$ cat src/rtl/led_blink_sequencer.sv
// Turns a one-cycle start pulse into N timed on/off LED blinks followed by a done pulse.
// Outputs are registered alongside the state so they never glitch on the LED pin.
module led_blink_sequencer #(
  parameter int CLKS_ON     = 25000,
  parameter int CLKS_OFF    = 25000,
  parameter int COUNT_WIDTH = 4
) (
  input  logic                   i_Clk,
  input  logic                   i_Rst,
  input  logic                   i_Start,
  input  logic [COUNT_WIDTH-1:0] i_Count,
  output logic                   o_LED,
  output logic                   o_Busy,
  output logic                   o_Done
);

  localparam int MAX_CLKS = (CLKS_ON > CLKS_OFF) ? CLKS_ON : CLKS_OFF;
  localparam int TW       = (MAX_CLKS > 1) ? $clog2(MAX_CLKS) : 1;
  localparam logic [TW-1:0] ON_LAST  = TW'(CLKS_ON - 1);
  localparam logic [TW-1:0] OFF_LAST = TW'(CLKS_OFF - 1);

  typedef enum logic [1:0] {
    S_IDLE,
    S_ON,
    S_OFF,
    S_DONE
  } state_t;

  state_t                 state;
  logic [TW-1:0]          timer;
  logic [COUNT_WIDTH-1:0] remaining;

  always_ff @(posedge i_Clk or posedge i_Rst) begin
    if (i_Rst) begin
      state     <= S_IDLE;
      timer     <= '0;
      remaining <= '0;
      o_LED     <= 1'b0;
      o_Busy    <= 1'b0;
      o_Done    <= 1'b0;
    end else begin
      case (state)
        S_IDLE: begin
          if (i_Start) begin
            o_Busy <= 1'b1;
            if (i_Count != '0) begin
              remaining <= i_Count;
              timer     <= '0;
              state     <= S_ON;
              o_LED     <= 1'b1;
            end else begin
              state  <= S_DONE;
              o_Done <= 1'b1;
            end
          end
        end
        S_ON: begin
          // remaining is at least 1 here, so the decrement cannot underflow
          if (timer == ON_LAST) begin
            timer     <= '0;
            remaining <= remaining - 1'b1;
            state     <= S_OFF;
            o_LED     <= 1'b0;
          end else begin
            timer <= timer + 1'b1;
          end
        end
        S_OFF: begin
          if (timer == OFF_LAST) begin
            timer <= '0;
            if (remaining == '0) begin
              state  <= S_DONE;
              o_Done <= 1'b1;
            end else begin
              state <= S_ON;
              o_LED <= 1'b1;
            end
          end else begin
            timer <= timer + 1'b1;
          end
        end
        S_DONE: begin
          state  <= S_IDLE;
          o_Busy <= 1'b0;
          o_Done <= 1'b0;
        end
        default: begin
          state  <= S_IDLE;
          o_LED  <= 1'b0;
          o_Busy <= 1'b0;
          o_Done <= 1'b0;
        end
      endcase
    end
  end

endmodule

$ cat config.mk
export PLATFORM = sky130hd
export DESIGN_NAME = led_blink_sequencer
export DESIGN_NICKNAME = d
export VERILOG_FILES = /design/src/rtl/led_blink_sequencer.sv
export SDC_FILE = /design/constraint.sdc
export NUM_CORES = 1
export LEC_CHECK = 0
export CAP_MARGIN = 10
export CORE_ASPECT_RATIO = 1.75
export CORE_MARGIN = 2
export CORE_UTILIZATION = 55
export CTS_CLUSTER_DIAMETER = 40
export DETAILED_ROUTE_END_ITERATION = 6
export DONT_BUFFER_PORTS = 1
export PLACE_DENSITY = 0.68
export SLEW_MARGIN = 20
export SYNTH_ARGS = -nofsm -noshare
export SYNTH_HDL_FRONTEND = slang
export SYNTH_SLANG_ARGS = --single-unit
export TNS_END_PERCENT = 50
$ cat constraint.sdc
create_clock -name i_Clk -period 3.7 [get_ports i_Clk]
set_input_delay 0.37 -clock i_Clk [delete_from_list [all_inputs] [get_ports i_Clk]]
set_output_delay 0.37 -clock i_Clk [all_outputs]
set_load 0.02 [all_outputs]
# After elaboration in Yosys (flattened, before gate mapping)
# Index checks and enable logic that the tools add are counted.
# word_totals
regBits	24
latchBits	0
mem_bits_rw	0
mem_bits_ro	0
inputBits	7
out_inout_bits	3
elab_cells	61
memories	0
# op_classes
add_sub_neg	2
multipliers	0
div	0
n_lt_le_gt_ge	0
n_eq_ne	11
shifts	0
muxes	27
bitwise	0
n_reduce_logical	15
# op_table
operator	n
2-to-1 mux 15 bit	3
one-hot mux 15 bit (2 select lines)	1
adder 15 x 1 -> 15 bit, second input constant	1
== test 15 bit, second input constant	1
!= test 2 bit, second input constant	7
2-to-1 mux 4 bit	3
2-to-1 mux 1 bit	10
2-to-1 mux 2 bit	5
one-hot mux 2 bit (4 select lines)	1
one-hot mux 4 bit (2 select lines)	1
one-hot mux 1 bit (3 select lines)	2
AND reduction 3 bit	2
AND reduction 6 bit	1
nonzero test 2 bit	3
nonzero test 3 bit	2
AND reduction 5 bit	1
== test 2 bit, second input constant	2
zero test 4 bit	1
AND reduction 4 bit	1
nonzero test 4 bit	1
subtractor 4 x 1 -> 4 bit, second input constant	1
== test 2 x 1 -> 1 bit, second input constant	1
zero test 2 bit	1
one-hot mux 1 bit (2 select lines)	1
2 further kinds	2

# Logic depth before layout (Yosys ltp)
# logic_depth
ltp_word	4
mapped_depth	8
mapped_depth_nobuf	6

# Worst setup path before layout
# Ideal clock, no wire load.
# synth_path
kind	reg-to-reg
startpoint	register state[0]
endpoint	register timer[14]
setup_time_ps	80
arrival_time_ps	2000
t_required_ps	3620
slack_ps	1620
path_stages_with_launch	8
n_path_buf	1
period_less_slack_ps	2080
path_cell_list	dfrtp_1 -> inv_1 -> ha_1 -> clkbuf_1 -> nor2_1 -> a2111o_1 -> or4_1 -> a21oi_1
# synth_between
elab_chain_cells	4
elab_cells_between_ends	9
classes_between	eq/ne: 4; mux: 1; reduce/logical: 4
# synth_lines
item	line_no	rtl
start, declared	29	state_t state;
start signal, assigned	35	state <= S_IDLE;
start signal, assigned	49	state <= S_ON;
start signal, assigned	52	state <= S_DONE;
== test 2 bit or == test 2 x 1 -> 1 bit (tied branches)	42	case (state)
OR reduction 2 bit (no source line)	--	
nonzero test 2 bit (no source line)	--	
AND reduction 3 bit (no source line)	--	
end signal, assigned	65	timer <= timer + 1'b1;
end signal, assigned	79	timer <= timer + 1'b1;
end, declared	30	logic [TW-1:0] timer;
# Parallel ways exist; a longest one is shown, timed or not.
# A chain may end at the register's enable or synchronous reset.

# Worst setup path after layout
# Ends and elaborated chain as after synthesis.

==> impl_metrics.toml <==
[run_status]
status = "finished clean"

[clock_network]
htree_levels = 1
post_cts_resized = 0
clock_latency_ps = 270
cts_sinks = 24
cts_buffers = 3
cts_setup_buffers = 0
clk_pin_slew_worst_paths_ps = 90
clockBufferDepth = 2
cts_tree = "yes"
clockRootBuffer = "clkbuf_8"
ctsHoldBuffers = 0

[power_and_ir_drop]
cellLeakagePower_uw = 0.000675
power_density_mw_per_mm2 = 748
peakVddDrop_mv = 0.427

[place]
post-place-cells = 197
hpwl_mm = 2.69
place_congestion = 0.874
io_buffers = 0
place_area_mm2 = 0.00160

[layout]
drive_above_1_share_pct = 10.3
fin_cells = 201
fin_area_mm2 = 0.00166
antenna_cells = 0
area_delta_synth_final_pct = 3.60
fillers = 236
fin_nets = 191

[floorplan]
chipHeight_um = 75.3
die_w_um = 44.8
rows = 25
core-area_mm2 = 0.00272
start_util_pct = 58.8
die_area_mm2 = 0.00337
ios = 10

[yosys]
async_reset_ff_share_pct = 100
syn_nets = 193
avgSynthCellArea_um2 = 9.03
synth_seq_cells = 24
synth_area_mm2 = 0.00160
synth-seq-area-share_pct = 37.6
yosys_most_used_dff = "dfrtp_1"
yosys_warnings = 0
ys_types = 50
synth_edf_count = 0
netlist_instances = 177

[hold_path]
hold_class = "input pin to async pin"

[sta]
skew_ps = 4.90
period_needed_ps = 2420
tightest_slew_ps = 906
finalHoldViolCount = 0
setup_tns_ps = 0
rsz0062_at_grt = "false"
max_freq_mhz = 414
slew_violations = 0
slew_headroom_pct = 39.5
period_share_pct = 65.4
finalSetupViolations = 0

[setup_path]
worstSetupPathType = "flop to flop"
crit_chain = "inv_1 > ha_1 > nor2_1 > a2111o_1 > or4_1 > a21oi_1"
end_kind = "flop"
critPathSlowestCell = "ha_1"
critPathMaxStageDelay_ps = 520
r2r_setup_slack_ps = 1280
worstPathRequired_ps = 3890
r2r-start = "state[0]"
r2r_cells = 6
cp.arrival_ps = 2610
cp-start-kind = "flop"
r2r_end = "timer[14]"
cp_max_fo = 19

[job]
cap_violations = 0

[global_route]
grt_pass1_vias = 1371
grt_pass1_wl_mm = 6.24
antenna_found_initial = 0
grt_overflow = 0
track_usage_pct = 25.4
grt_max_degree = 25

[route]
antenna_left = 0
drt_iter0_drc = 43
drc = 0
wl_per_cell_um = 17.9
vias = 1379
firstDrtPassIters = 4
via_per_inst = 6.86
wirelength_mm = 3.61
-- report_power, final --
group          leakage (uW)  total, uW  internal (uW)  switching [uW]
Sequential         0.000301        462            351             111
Clock             0.0000288        181           95.2            86.3
Combinational      0.000345        596            240             356
-- synthesized netlist by cell type (3+ instances only) --
library cell	count	area share (%)
a21oi_1	16	5.0
nand4_1	7	2.7
dfrtp_1	24	38
nor3_1	5	1.6
inv_1	11	2.6
nand2b_1	3	1.2
nor2_1	7	1.6
clkbuf_1	5	1.2
or3_2	3	1.4
or3_1	4	1.6
ha_1	9	7.0
o21ai_0	12	3.8
nand3_1	8	2.5
nand2_1	17	4.0
-- worst max path at each step --
stage / startpoint / end
2_1_floorplan: state[0] / timer[14]
3_3_place_gp: state[0] / timer[14]
3_5_place_dp: state[0] / timer[14]
4_1_cts: state[0] / timer[14]
5_1_grt: state[1] / timer[14]
6_report: state[0] / timer[14]
-- cells in the final DEF, fill, tap and decap left out, types with 4 or more instances in the layout --
master,instances
nor3_1,5
inv_1,11
clkbuf_8,4
dfrtp_1,24
nor2_1,7
nand4_1,7
or3_1,4
o21ai_0,12
nand2_1,17
nand3_1,8
ha_1,9
a21oi_1,16
-- final cells by class --
type | instances | area, um2 | area share (%)
inverter | 11 | 41.3 | 2.49
sequential | 24 | 601 | 36.3
tap | 27 | 33.8 | 2.04
clock buffer | 4 | 55.1 | 3.32
multi-input combinational | 135 | 926 | 55.9
-- metrics by stage --
stage	worst slack, ps	power [uW]	util [%]	hold WS, ps
global route	1100	1350	60.9	278
finish	1280	1240	60.9	176
CTS	1290	1240	60.9	218
global placement	1420	1040	58.9	496
detailed placement	1320	1060	58.9	513
floorplan	1620	916	-	385
-- registers in the layout, indices dropped and copies added (netlist names) --
register / cells
o_Done: 1
timer: 15
o_LED: 1
remaining: 4
o_Busy: 1
state: 2
-- cell families after synthesis --
group                    after synthesis  share of synthesized area [%]
AO/OA/AOI/OAI                         52                           23.0
XOR/XNOR                               2                           1.10
adder cells (fa/ha/maj)                9                           7.04
buffers and inverters                 18                           4.54
flip-flops                            24                           37.6
multiplexers                           4                           2.66
AND/OR/NAND/NOR                       68                           24.1
-- critical path: cells and delay by family (launching register included) --
kind	cells	cell delay [ps]
AO/OA/AOI/OAI	2	650
AND/OR/NAND/NOR	2	600
adder cells (fa/ha/maj)	1	520
flip-flops	1	430
buffers and inverters	1	140
-- per-layer routing --
metal | track usage (%) | wire, um
met1 | 28.9 | 1410
met5 | 0 | 0
met2 | 44.9 | 2010
met3 | 3.79 | 114
met4 | 12.8 | 73
Power figures use the tool's default switching activity.
